File: config.mk
export PLATFORM = sky130hd
export DESIGN_NAME = fib_result_reader
export DESIGN_NICKNAME = d
export VERILOG_FILES = /design/src/rtl/fib_pkg.sv /design/src/rtl/fib_out_reg.sv /design/src/rtl/fib_result_reader.sv
export SDC_FILE = /design/constraint.sdc
export NUM_CORES = 1
export LEC_CHECK = 0
export BUFFER_PORTS_ARGS = -buffer_cell sky130_fd_sc_hd__clkbuf_2
export CORE_MARGIN = 2
export CORE_UTILIZATION = 45
export CTS_BUF_LIST = sky130_fd_sc_hd__clkbuf_4 sky130_fd_sc_hd__clkbuf_8
export CTS_CLUSTER_DIAMETER = 40
export CTS_CLUSTER_SIZE = 12
export DETAILED_ROUTE_END_ITERATION = 8
export PLACE_DENSITY = 0.7
export SKIP_CTS_REPAIR_TIMING = 1
export SLEW_MARGIN = 20
export SYNTH_ARGS = -nofsm -noshare
export SYNTH_HDL_FRONTEND = slang
export SYNTH_SLANG_ARGS = --single-unit
File: constraint.sdc
create_clock -name clk -period 2.6 [get_ports clk]
set_input_delay 0.26 -clock clk [delete_from_list [all_inputs] [get_ports clk]]
set_output_delay 0.26 -clock clk [all_outputs]
set_load 0.1 [all_outputs]
File: src/rtl/fib_pkg.sv
// Shared constants and FSM state encoding for the Fibonacci writer/reader pair.
package fib_pkg;

    localparam int FIB_DATA_W = 32;
    localparam int FIB_ADDR_W = 5;
    localparam int FIB_DEPTH  = 2 ** FIB_ADDR_W;

    typedef enum logic [2:0] {
        IDLE,
        ISSUE,
        WAIT,
        PRESENT,
        FIN
    } fib_state_t;

    function automatic int fib_depth(input int addr_w);
        return 2 ** addr_w;
    endfunction

endpackage

File: src/rtl/fib_out_reg.sv
// Output holding register: loads a captured word and keeps it valid until the sink takes it.
module fib_out_reg
    import fib_pkg::*;
#(
    parameter int DATA_W = FIB_DATA_W
) (
    input  logic              clk,
    input  logic              rst,
    input  logic              i_load,
    input  logic [DATA_W-1:0] i_data,
    input  logic              i_ready,
    output logic [DATA_W-1:0] o_data,
    output logic              o_valid
);

    logic [DATA_W-1:0] r_data;
    logic              r_valid;

    always_ff @(posedge clk or posedge rst) begin
        if (rst) begin
            r_data  <= '0;
            r_valid <= 1'b0;
        end else if (i_load) begin
            r_data  <= i_data;
            r_valid <= 1'b1;
        end else if (r_valid && i_ready) begin
            r_valid <= 1'b0;
        end
    end

    assign o_data  = r_data;
    assign o_valid = r_valid;

endmodule

File: src/rtl/fib_result_reader.sv
// Walks storage addresses 0..len-1 and streams each returned word out over valid/ready.
//   state   | meaning
//   IDLE    | waiting for start
//   ISSUE   | read strobe for entry idx
//   WAIT    | counting down storage read latency
//   PRESENT | word held on out_data until the sink accepts it
//   FIN     | one-cycle done pulse
module fib_result_reader
    import fib_pkg::*;
#(
    parameter int DATA_W = FIB_DATA_W,
    parameter int ADDR_W = FIB_ADDR_W,
    parameter int RD_LAT = 1
) (
    input  logic              clk,
    input  logic              rst,
    input  logic              start,
    input  logic [ADDR_W:0]   len,
    output logic              rd_en,
    output logic [ADDR_W-1:0] rd_addr,
    input  logic [DATA_W-1:0] rd_data,
    output logic [DATA_W-1:0] out_data,
    output logic              out_valid,
    input  logic              out_ready,
    output logic              out_last,
    output logic              busy,
    output logic              done
);

    localparam int              DEPTH    = fib_depth(ADDR_W);
    localparam logic [ADDR_W:0] LEN_MAX  = (ADDR_W + 1)'(DEPTH);
    localparam logic [1:0]      LAT_INIT = (RD_LAT > 0) ? 2'(RD_LAT - 1) : 2'd0;

    if (RD_LAT < 0 || RD_LAT > 2) begin : g_bad_rd_lat
        $error("fib_result_reader: RD_LAT must be 0, 1 or 2");
    end

    fib_state_t        r_state;
    logic [ADDR_W:0]   r_idx;
    logic [ADDR_W:0]   r_len_q;
    logic [1:0]        r_lat_cnt;
    logic [ADDR_W-1:0] r_rd_addr;
    logic              r_busy;
    logic              r_done;

    logic              w_last;
    logic              w_hs;
    logic              w_load;
    logic              w_valid;
    logic [ADDR_W:0]   w_idx_nxt;

    assign w_last    = (r_idx == r_len_q - 1'b1);
    assign w_hs      = (r_state == PRESENT) && w_valid && out_ready;
    assign w_idx_nxt = r_idx + 1'b1;
    assign w_load    = ((r_state == ISSUE) && (RD_LAT == 0)) ||
                       ((r_state == WAIT) && (r_lat_cnt == 2'd0));

    always_ff @(posedge clk or posedge rst) begin
        if (rst) begin
            r_state   <= IDLE;
            r_idx     <= '0;
            r_len_q   <= '0;
            r_lat_cnt <= '0;
            r_rd_addr <= '0;
            r_busy    <= 1'b0;
            r_done    <= 1'b0;
        end else begin
            r_done <= 1'b0;
            unique case (r_state)
                IDLE: begin
                    // a start coinciding with the zero-length done pulse is dropped
                    if (start && !r_done) begin
                        if (len == '0) begin
                            r_done <= 1'b1;
                        end else begin
                            r_len_q   <= (len > LEN_MAX) ? LEN_MAX : len;
                            r_idx     <= '0;
                            r_rd_addr <= '0;
                            r_busy    <= 1'b1;
                            r_state   <= ISSUE;
                        end
                    end
                end
                ISSUE: begin
                    if (RD_LAT == 0) begin
                        r_state <= PRESENT;
                    end else begin
                        r_lat_cnt <= LAT_INIT;
                        r_state   <= WAIT;
                    end
                end
                WAIT: begin
                    if (r_lat_cnt == 2'd0) begin
                        r_state <= PRESENT;
                    end else begin
                        r_lat_cnt <= r_lat_cnt - 2'd1;
                    end
                end
                PRESENT: begin
                    if (w_hs) begin
                        if (w_last) begin
                            r_done  <= 1'b1;
                            r_state <= FIN;
                        end else begin
                            r_idx     <= w_idx_nxt;
                            r_rd_addr <= w_idx_nxt[ADDR_W-1:0];
                            r_state   <= ISSUE;
                        end
                    end
                end
                FIN: begin
                    r_busy  <= 1'b0;
                    r_state <= IDLE;
                end
                default: begin
                    r_busy  <= 1'b0;
                    r_state <= IDLE;
                end
            endcase
        end
    end

    fib_out_reg #(
        .DATA_W(DATA_W)
    ) u_out_reg (
        .clk    (clk),
        .rst    (rst),
        .i_load (w_load),
        .i_data (rd_data),
        .i_ready(out_ready),
        .o_data (out_data),
        .o_valid(w_valid)
    );

    assign rd_en     = (r_state == ISSUE);
    assign rd_addr   = r_rd_addr;
    assign out_valid = w_valid;
    assign out_last  = (r_state == PRESENT) && w_last;
    assign busy      = r_busy;
    assign done      = r_done;

endmodule

=== Word-level counts from Yosys, hierarchy flattened ===
Index checks and enable logic that the tools add are counted.

* Bits in registers: 57

* Add/sub/neg operators: 3
* Order comparisons: 1
* Equality and inequality tests: 10
* Muxes and demuxes: 29
* Bitwise logic cells: 2
* Reductions and logical operators: 19

{| class="wikitable"
|+ Operator list
! cell !! number
|-
| $mux W6 || 5
|-
| $mux W5 || 4
|-
| $mux W3 || 5
|-
| $pmux W3 S4 || 1
|-
| $pmux W6 S2 || 1
|-
| $ne A2 B2 Y1 const B || 5
|-
| $pmux W5 S2 || 1
|-
| $mux W1 || 8
|-
| $add A6 B1 Y6 const B || 1
|-
| $eq A3 B2 Y1 const B || 2
|-
| $eq A6 B6 Y1 || 1
|-
| $gt A6 B6 Y1 const B || 1
|-
| $logic_and A1 B1 Y1 || 6
|-
| $logic_not A6 Y1 || 1
|-
| $reduce_and A3 Y1 || 2
|-
| $reduce_bool A2 Y1 || 3
|-
| $sub A6 B1 Y6 const B || 1
|-
| $reduce_and A5 Y1 || 1
|-
| $pmux W1 S2 || 2
|-
| $pmux W2 S2 || 1
|-
| $reduce_and A4 Y1 || 1
|-
| $eq A3 B1 Y1 const B || 1
|-
| $logic_not A3 Y1 || 1
|-
| $reduce_or A3 Y1 || 1
|-
| other kinds (7) || 8
|}

=== Depth between registers and ports, before layout ===
Gate-level depths: netlist of the first run.

* Word-level depth: 5
* Mapped depth: 9
* Mapped depth without buffers: 8

=== Hierarchy ===
Synthesis of the first run repeated with hierarchy kept, for this count alone.

* Cells, all modules: 219
* Area, all modules: 2621.3 µm²

{| class="wikitable"
|+ Modules (own cells, without submodules)
! module !! instances !! cells an instance !! area an instance (µm²)
|-
| fib_out_reg || 1 || 72 || 1381.3
|-
| fib_result_reader || 1 || 147 || 1239.9
|}

=== Worst setup path before layout of the first run ===
Ideal clock, no wire load.

* Path type: reg2out
* Start point: register r_len_q[0]
* End point: output out_last
* Data arrival time: 2.921 ns
* Required time: 2.340 ns
* Setup slack: -0.581 ns
* Cell stages (with the launch flop): 8
* Buffers on the path: 1
* Path through: dfrtp_1 inv_1 ha_1 xor2_1 nand3_1 or4_4 buf_6 nor2_1

* Word-level cells in the longest chain between the ends: 3

{| class="wikitable"
|+ Ends and longest elaborated chain
! element !! RTL line !! RTL
|-
| from (decl) || fib_result_reader.sv:40 || <nowiki>logic [ADDR_W:0] r_len_q;</nowiki>
|-
| from (signal assigned) || fib_result_reader.sv:76 || <nowiki>r_len_q <= (len > LEN_MAX) ? LEN_MAX : len;</nowiki>
|-
| $sub A6 B1 Y6 || fib_result_reader.sv:52 || <nowiki>assign w_last = (r_idx == r_len_q - 1'b1);</nowiki>
|-
| $eq A6 B6 Y1 || fib_result_reader.sv:52 ||
|-
| $logic_and A1 B1 Y1 || fib_result_reader.sv:138 || <nowiki>assign out_last = (r_state == PRESENT) && w_last;</nowiki>
|-
| to (decl) || fib_result_reader.sv:25 || <nowiki>output logic out_last,</nowiki>
|}

Every way passes these cells.

=== Worst setup path in the final report of the first run ===
Same ends and word-level chain as after synthesis.

==> impl_metrics.tcl, run 1 <==
set metrics [dict create \
    synth_seq_area_share_pct 53.6 \
    r2r_end "done$_DFF_PP0_" \
    final_layout_size_suffix_gt1_share_pct 48.3 \
    synthTopCellsByArea "dfrtp_1 (54%), mux2_2 (15%), nand2_1 (2.8%)" \
    clkSinkCount 52 \
    antenna_found_initial 0 \
    final_area_sq_um 3050 \
    ys_warn_count 0 \
    crit_path_end "out_last" \
    grt_overflow 0 \
    fin_ws_ns 0.140 \
    fin_nets 340 \
    synth_cell_types 35 \
    finalSetupViolations 0 \
    grt_pass1_vias 1863 \
    io_pins 84 \
    rr_startpoint "r_len_q[0]$_DFFE_PP0P_" \
    vias 1845 \
    skew_ns 0.00673 \
    grt_usage_pct 17.1 \
    netlist_area_sq_um 2430 \
    grt_pass1_wl_mm 8.18 \
    synthCells 211 \
    root_buffer "clkbuf_8" \
    htreeDepth 2 \
    totalWireLength_mm 4.87 \
    first_pass_iters 4 \
    fin_tns_setup_ns 0 \
    place_congestion 0.786 \
    cp-startpoint "r_len_q[0]$_DFFE_PP0P_" \
    synthesis.nets 256 \
    finalHoldViolCount 0 \
    cap_violations 0 \
    place_ws_ns 0.333 \
    crit_path_start_kind "flip-flop" \
    relSlewSlack_pct 57.1 \
    tritoncts "yes" \
    drt_iter0_markers 41 \
    drv_slew 0 \
    port_buffers 83 \
    rsz0062_at_grt "false" \
    layout_common_cells "clkbuf_2 (82), dfrtp_1 (51), mux2_2 (32)" \
    place.detailed.hpwl_mm 3.57 \
    grt_max_degree 53 \
    layout_commonest_cell "clkbuf_2" \
    clk_pin_slew_ns 0.10 \
    wl_per_cell_um 13.3 \
    remaining_drc_errors 0 \
    cp.arrival_ns 2.20 \
    clk_latency_ns 0.31 \
    fin_cells 366 \
    tightest_slew_ns 0.643 \
    placed_cell_area_sq_um 2900 \
    period_share_pct 94.6 \
    synth_top_area_share_pct 53.6 \
    fmaxAchievable_mhz 407 \
    worstRegToRegCells 8 \
    hp-class "input pin to asynchronous set/reset pin" \
    yosysTopAreaCell "dfrtp_1" \
    clockBufferDepth 2 \
    viasPerCell 5.04 \
    numCtsBuffers 5 \
    finalCriticalPeriod_ns 2.46 \
    start_util_pct 46.9 \
    required_ns 2.34 \
    cp_max_fo 6 \
    nFillCells 445 \
    ys_seq_elements 52 \
    num_rows 26 \
    antenna_left 0 \
    dp.cells 354 \
    die_w_um 77.4 \
    syn_avg_cell_area_sq_um 11.5 \
    chipHeight_um 77.4 \
    end_kind "primary output" \
    diodes 0 \
    r2r_slack_ns 0.48 \
    core_area_sq_um 5170 \
    outcome "finished, final reports clean" \
    design.die.area_sq_um 6000 \
    synthToLayoutAreaGrowth_pct 25.7 \
    critPathKind "flip-flop to primary output" \
]
[state kept, by name, summed over array words and instances, names as in the netlist]
signal	cells
busy	1
r_idx	6
done	1
r_lat_cnt	2
u_out_reg.o_data	32
r_len_q	6
r_state	3
u_out_reg.o_valid	1
[synth_stat cells]
| master | number |
|---|---|
| a21o_1 | 3 |
| a21oi_1 | 6 |
| a22o_1 | 3 |
| a31o_2 | 4 |
| a31oi_1 | 3 |
| and2_1 | 1 |
| and3_1 | 4 |
| buf_2 | 4 |
| buf_4 | 5 |
| buf_6 | 1 |
| clkbuf_1 | 4 |
| dfrtp_1 | 52 |
| ha_1 | 3 |
| inv_1 | 10 |
| mux2_2 | 32 |
| mux2i_1 | 2 |
| nand2_1 | 18 |
| nand2b_1 | 6 |
| nand3_1 | 6 |
| nand3b_1 | 1 |
| nand4_1 | 3 |
| nor2_1 | 10 |
| nor2_2 | 1 |
| nor3_1 | 4 |
| nor3b_1 | 1 |
| nor4_1 | 1 |
| nor4b_4 | 1 |
| o21a_1 | 1 |
| o21ai_0 | 9 |
| o311ai_0 | 1 |
| o32ai_1 | 1 |
| or3b_2 | 1 |
| or4_4 | 1 |
| xnor2_1 | 5 |
| xor2_1 | 3 |
[worst min-delay path by stage]
| stage | startpoint | end | slack [ns] | cells past startpoint |
|---|---|---|---|---|
| 2_1_floorplan | len[5] | r_len_q[5]$_DFFE_PP0P_ | 0.40 | 1 |
| 3_3_place_gp | rst | u_out_reg.o_data[31]$_DFFE_PP0P_ | 0.46 | 3 |
| 3_5_place_dp | rst | u_out_reg.o_data[31]$_DFFE_PP0P_ | 0.46 | 3 |
| 4_1_cts | rst | u_out_reg.o_data[18]$_DFFE_PP0P_ | 0.12 | 3 |
| 5_1_grt | rst | u_out_reg.o_data[31]$_DFFE_PP0P_ | 0.16 | 3 |
| 6_report | rst | u_out_reg.o_data[26]$_DFFE_PP0P_ | 0.09 | 3 |
[layout make-up]
class / instances / area, sq um / share of cell area (%)
Sequential cell: 52 / 1300 / 42.7
Clock inverter: 2 / 38.8 / 1.27
Tap cell: 70 / 87.6 / 2.87
Timing Repair Buffer: 91 / 490 / 16.1
Multi-Input combinational cell: 135 / 1010 / 33.2
Inverter: 10 / 37.5 / 1.23
Clock buffer: 6 / 82.6 / 2.71
[critical path, stage by stage, from the launching register on]
cell,delay (ns)
dfrtp_2,0.43
inv_1,0.06
ha_1,0.30
xor2_1,0.13
nand3_1,0.08
or4_4,0.53
nor2_2,0.17
buf_12,0.19
[metrics by stage]
| stage | hold slack (ns) | util, % |
|---|---|---|
| floorplan | 0.400 | - |
| global placement | 0.464 | 56.0 |
| detailed placement | 0.463 | 56.0 |
| CTS | 0.117 | 58.4 |
| global route | 0.158 | 59.0 |
| finish | 0.0940 | 59.0 |
[kinds of logic (layout without fill, tap and decap cells)]
kind of cell	after synthesis	count (layout)	synth area share, %
AOI/OAI and AO/OA	31	31	8.35
xor gates and xnor gates	8	8	2.89
adders and majority gates	3	3	1.55
buffers and inverters	24	109	5.00
DFF	52	52	53.6
muxes	34	34	15.7
and+or+nand+nor	59	59	12.9
[layer usage]
layer / share of wire, % / GRT usage, % / wire length, um
met1: 42 / 20.8 / 2030
met2: 50 / 28.9 / 2410
met3: 7.7 / 6.05 / 376
met4: 1.0 / 4.82 / 51
met5: 0 / 0 / 0
Power of run 1 is not shown: default switching activity piles up to over one toggle a cycle in this logic, so the estimate is an artifact.
==> run 2: changes to the inputs <==
--- a/config.mk
+++ b/config.mk
@@ -12,7 +12,8 @@
 export CTS_CLUSTER_DIAMETER = 40
 export CTS_CLUSTER_SIZE = 12
 export DETAILED_ROUTE_END_ITERATION = 8
-export PLACE_DENSITY = 0.7
+export PLACE_DENSITY = 0.73
+export RECOVER_POWER = 100
 export SKIP_CTS_REPAIR_TIMING = 1
 export SLEW_MARGIN = 20
 export SYNTH_ARGS = -nofsm -noshare
==> constraint.sdc (replaced) <==
create_clock -name clk -period 2 [get_ports clk]
set_input_delay 0.2 -clock clk [delete_from_list [all_inputs] [get_ports clk]]
set_output_delay 0.2 -clock clk [all_outputs]
set_load 0.1 [all_outputs]
==> run 2 against run 1 <==
Against the previous run: the run now ends with negative setup slack left; sequential share of layout area down 0.87 points; utilization rose by 1.2 points; cell area increased by 2.1%; worst hold slack improved by 0.030 ns; routed wire length is 11% higher; die area unchanged; cell count grew 3.6%; worst setup slack got worse by 0.47 ns; non-clock buffer count increased by 13; sequential cell count did not move; via count grew 4.2%; critical path depth shrank 1.
==> impl_metrics.tcl, run 2 (synthesized netlist as in run 1, its figures left out) <==
set metrics [dict create \
    whs_path_depth 2 \
    final_core_util_pct 60.2 \
    tightest_slew_ns 1.19 \
    grt_pass1_vias 1973 \
    totalWireLength_mm 5.38 \
    place_congestion 0.825 \
    first_pass_iters 4 \
    htreeDepth 2 \
    holdWs_ns 0.124 \
    grt_usage_pct 18.7 \
    worstHoldStart "rd_data[24]" \
    r2r_slack_ns -0.32 \
    diodes 0 \
    period_share_pct 117 \
    rr_startpoint "r_len_q[0]$_DFFE_PP0P_" \
    fmaxAchievable_mhz 429 \
    hp-class "input pin to flip-flop" \
    remaining_drc_errors 0 \
    place.detailed.hpwl_mm 4.00 \
    nFillCells 466 \
    end_kind "primary output" \
    port_buffers 83 \
    clk_latency_ns 0.30 \
    required_ns 1.80 \
    grt_pass1_wl_mm 8.89 \
    start_util_pct 46.9 \
    grt_overflow 0 \
    antenna_left 0 \
    tritoncts "yes" \
    finalHoldViolCount 0 \
    synthToLayoutAreaGrowth_pct 28.4 \
    clockBufferDepth 2 \
    grt_max_degree 34 \
    fin_nets 353 \
    layout_common_cells "dfrtp_1 (51), clkbuf_2 (50), clkbuf_1 (35)" \
    cp_max_fo 4 \
    chipHeight_um 77.4 \
    skew_ns 0.00509 \
    clkSinkCount 52 \
    r2r_end "r_idx[4]$_DFFE_PP0P_" \
    drv_slew 0 \
    drt_iter0_markers 74 \
    critPathKind "flip-flop to primary output" \
    numCtsBuffers 5 \
    finalCriticalPeriod_ns 2.33 \
    rsz0062_at_grt "true" \
    largest_reg_flops 32 \
    min_to "u_out_reg.o_data[24]$_DFFE_PP0P_" \
    vias 1922 \
    wl_per_cell_um 14.2 \
    finalSetupViolations 10 \
    crit_path_start_kind "flip-flop" \
    relSlewSlack_pct 20.9 \
    design.die.area_sq_um 6000 \
    viasPerCell 5.07 \
    fin_ws_ns -0.331 \
    violations "negative setup slack" \
    root_buffer "clkbuf_8" \
    antenna_found_initial 0 \
    final_layout_size_suffix_gt1_share_pct 39.2 \
    fin_tns_setup_ns -2.60 \
    clk_pin_slew_ns 0.09 \
    layout_commonest_cell "dfrtp_1" \
    io_pins 84 \
    worstRegToRegCells 9 \
    num_rows 26 \
    cap_violations 0 \
    core_area_sq_um 5170 \
    cp.arrival_ns 2.13 \
    die_w_um 77.4 \
    outcome "complete, but fails checks" \
]
## run 2: cell types whose count changed in the layout (fill, tap and decap cells not counted), moves of 2 or more
| cell | change |
|---|---|
| clkbuf_1 | +35 |
| buf_4 | +4 |
| clkbuf_2 | -32 |
| clkbuf_4 | +2 |
## run 2: how the worst max path moves through the flow
stage | depth (start not counted) | startpoint | end
finish | 6 | r_len_q[0]$_DFFE_PP0P_ | out_last
floorplan | 7 | r_len_q[0]$_DFFE_PP0P_ | out_last
detailed placement | 7 | r_len_q[0]$_DFFE_PP0P_ | done$_DFF_PP0_
global placement | 7 | r_len_q[0]$_DFFE_PP0P_ | done$_DFF_PP0_
CTS | 6 | r_len_q[0]$_DFFE_PP0P_ | out_last
global route | 7 | r_len_q[0]$_DFFE_PP0P_ | out_last
## run 2: area by class of cell
type | instances | area [sq um] | area share [%]
Sequential cell | 52 | 1300 | 41.8
Multi-Input combinational cell | 135 | 1040 | 33.4
Tap cell | 70 | 87.6 | 2.81
Clock buffer | 7 | 90.1 | 2.89
Clock inverter | 1 | 7.51 | 0.241
Timing Repair Buffer | 104 | 549 | 17.6
Inverter | 10 | 37.5 | 1.20
## run 2: layer usage
metal / share of wire (%) / GRT usage (%)
met5: 0 / 0
met2: 50 / 31.7
met1: 41 / 22.2
met3: 6.6 / 6.05
met4: 1.9 / 6.96
## run 2: per-stage QoR
stage | instances | instance area, sq um | worst slack, ns
6_report | 379 | 3120 | -0.331
5_1_grt | 379 | 3120 | -0.436
4_1_cts | 374 | 3130 | -0.402
3_5_place_dp | 366 | 3030 | -0.122
3_3_place_gp | 366 | 3030 | -0.0352
2_1_floorplan | 211 | 2440 | -0.611
## run 2: critical path: stages, from the launching register on
cell	delay, ns
dfrtp_1	0.43
buf_4	0.16
nor4b_4	0.27
xnor2_1	0.09
or4_4	0.57
nor2_4	0.12
buf_12	0.18
Power of run 2 is left out for the same reason.
==> run 3: changes to the inputs <==
--- a/config.mk
+++ b/config.mk
@@ -6,13 +6,15 @@
 export NUM_CORES = 1
 export LEC_CHECK = 0
 export BUFFER_PORTS_ARGS = -buffer_cell sky130_fd_sc_hd__clkbuf_2
+export CELL_PAD_IN_SITES_DETAIL_PLACEMENT = 1
+export CELL_PAD_IN_SITES_GLOBAL_PLACEMENT = 1
 export CORE_MARGIN = 2
-export CORE_UTILIZATION = 45
+export CORE_UTILIZATION = 36
 export CTS_BUF_LIST = sky130_fd_sc_hd__clkbuf_4 sky130_fd_sc_hd__clkbuf_8
 export CTS_CLUSTER_DIAMETER = 40
 export CTS_CLUSTER_SIZE = 12
 export DETAILED_ROUTE_END_ITERATION = 8
-export PLACE_DENSITY = 0.73
+export PLACE_DENSITY = 0.76
 export RECOVER_POWER = 100
 export SKIP_CTS_REPAIR_TIMING = 1
 export SLEW_MARGIN = 20
==> run 3 against run 2 <==
Against the previous run: the run still ends with negative setup slack left; register-to-register slack better by 0.07 ns; worst hold slack worse by 0.0077 ns; critical path depth stayed put; maximum frequency is 2.0% lower; non-clock buffer count is 3 lower; clock-buffer cell count is 2 lower; worst setup slack worse by 0.048 ns; first-iteration DRC count is 31% lower.
==> impl_metrics.tcl, run 3 (synthesized netlist as in run 1, its figures left out) <==
set metrics [dict create \
    crit_chain "buf_4 -> nor4b_4 -> xnor2_1 -> or4_4 -> nor2_4 -> buf_12" \
    period_share_pct 119 \
    clkSinkCount 52 \
    core_area_sq_um 6420 \
    rsz0062_at_grt "true" \
    chipHeight_um 86.1 \
    place.detailed.hpwl_mm 4.64 \
    fin_nets 350 \
    antenna_left 0 \
    r2r_end "r_idx[5]$_DFFE_PP0P_" \
    hp-class "input pin to flip-flop" \
    vias 1962 \
    cap_violations 0 \
    relSlewSlack_pct 21.7 \
    clk_latency_ns 0.31 \
    max_stage_delay_ns 0.59 \
    violations "negative setup slack" \
    clockBufferDepth 2 \
    layout_commonest_cell "clkbuf_2" \
    antenna_found_initial 0 \
    skew_ns 0.00637 \
    grt_usage_pct 17.5 \
    whs_path_depth 2 \
    grt_overflow 0 \
    design.die.area_sq_um 7420 \
    num_rows 29 \
    finalSetupViolations 9 \
    crit_path_start_kind "flip-flop" \
    drt_iter0_markers 51 \
    wl_per_cell_um 16.0 \
    grt_pass1_wl_mm 10.2 \
    numCtsBuffers 5 \
    htreeDepth 2 \
    worstHoldStart "rd_data[19]" \
    cp.arrival_ns 2.18 \
    fin_ws_ns -0.379 \
    min_to "u_out_reg.o_data[19]$_DFFE_PP0P_" \
    clk_pin_slew_ns 0.10 \
    critPathSlowestCell "or4_4" \
    place_congestion 0.756 \
    finalHoldViolCount 0 \
    drv_slew 0 \
    cp_max_fo 4 \
    place_ws_ns -0.178 \
    final_layout_size_suffix_gt1_share_pct 42.8 \
    root_buffer "clkbuf_8" \
    outcome "complete, but fails checks" \
    grt_max_degree 34 \
    final_core_util_pct 48.7 \
    totalWireLength_mm 6.13 \
    largest_reg_flops 32 \
    final_area_sq_um 3130 \
    tightest_slew_ns 1.18 \
    finalCriticalPeriod_ns 2.38 \
    placed_cell_area_sq_um 3020 \
    io_pins 84 \
    die_w_um 86.1 \
    r2r_slack_ns -0.25 \
    required_ns 1.80 \
    fmaxAchievable_mhz 420 \
    end_kind "primary output" \
    start_util_pct 37.8 \
    diodes 0 \
    tritoncts "yes" \
    synthToLayoutAreaGrowth_pct 28.9 \
    first_pass_iters 4 \
    viasPerCell 5.12 \
    port_buffers 83 \
    layout_common_cells "clkbuf_2 (61), dfrtp_1 (50), mux2_2 (32)" \
    grt_pass1_vias 2142 \
    remaining_drc_errors 0 \
    worstRegToRegCells 8 \
    critPathKind "flip-flop to primary output" \
    rr_startpoint "r_len_q[1]$_DFFE_PP0P_" \
]
run 3: cell types whose count changed in the layout (fill, tap and decap cells not counted), sizes merged:
cell	change
buf	-6
bufinv	+1
clkinvlp	-1
clkinv	+1
inv	+1
clkbuf	+1
run 3: layer usage:
layer / part of all wire, % / wire length [um] / GRT usage (%)
met4: 0.90 / 55 / 4.76
met5: 0 / 0 / 0
met1: 39 / 2410 / 21.2
met3: 8.6 / 528 / 7.22
met2: 51 / 3140 / 28.7
run 3: worst max-delay path by stage:
stage                           start              endpoint  slack (ns)  cells after the start
2_1_floorplan  r_len_q[0]$_DFFE_PP0P_              out_last       -0.61                      7
5_1_grt        r_len_q[1]$_DFFE_PP0P_              out_last       -0.51                      7
3_3_place_gp   r_len_q[0]$_DFFE_PP0P_        done$_DFF_PP0_       -0.10                      8
3_5_place_dp   r_len_q[0]$_DFFE_PP0P_  r_idx[0]$_DFFE_PP0P_       -0.18                      8
6_report       r_len_q[1]$_DFFE_PP0P_              out_last       -0.38                      6
4_1_cts        r_len_q[0]$_DFFE_PP0P_              out_last       -0.50                      7
run 3: critical path, delay by kind of cell (launching register included):
| kind | cells | cell delay, ns |
|---|---|---|
| buffers and inverters | 2 | 0.33 |
| DFF | 1 | 0.42 |
| and+or+nand+nor | 3 | 0.99 |
| xor gates and xnor gates | 1 | 0.12 |
run 3: metrics by stage:
| stage | hold slack (ns) | cells | TNS [ns] |
|---|---|---|---|
| final | 0.116 | 383 | -1.92 |
| after global routing | 0.109 | 383 | -3.19 |
| after CTS | -0.215 | 380 | -1.74 |
| after detailed placement | 0.132 | 372 | -1.16 |
| after global placement | 0.127 | 372 | -0.459 |
| after floorplan | 0.340 | 211 | -0.611 |
run 3: cell type report:
cell class	instances	area [sq um]
inverter	10	37.5
fill	761	3290
multi-input combinational	135	1060
timing repair buffer	101	519
sequential	52	1300
clock inverter	3	46.3
tap	77	96.3
clock buffer	5	68.8
Power of run 3 is left out for the same reason.
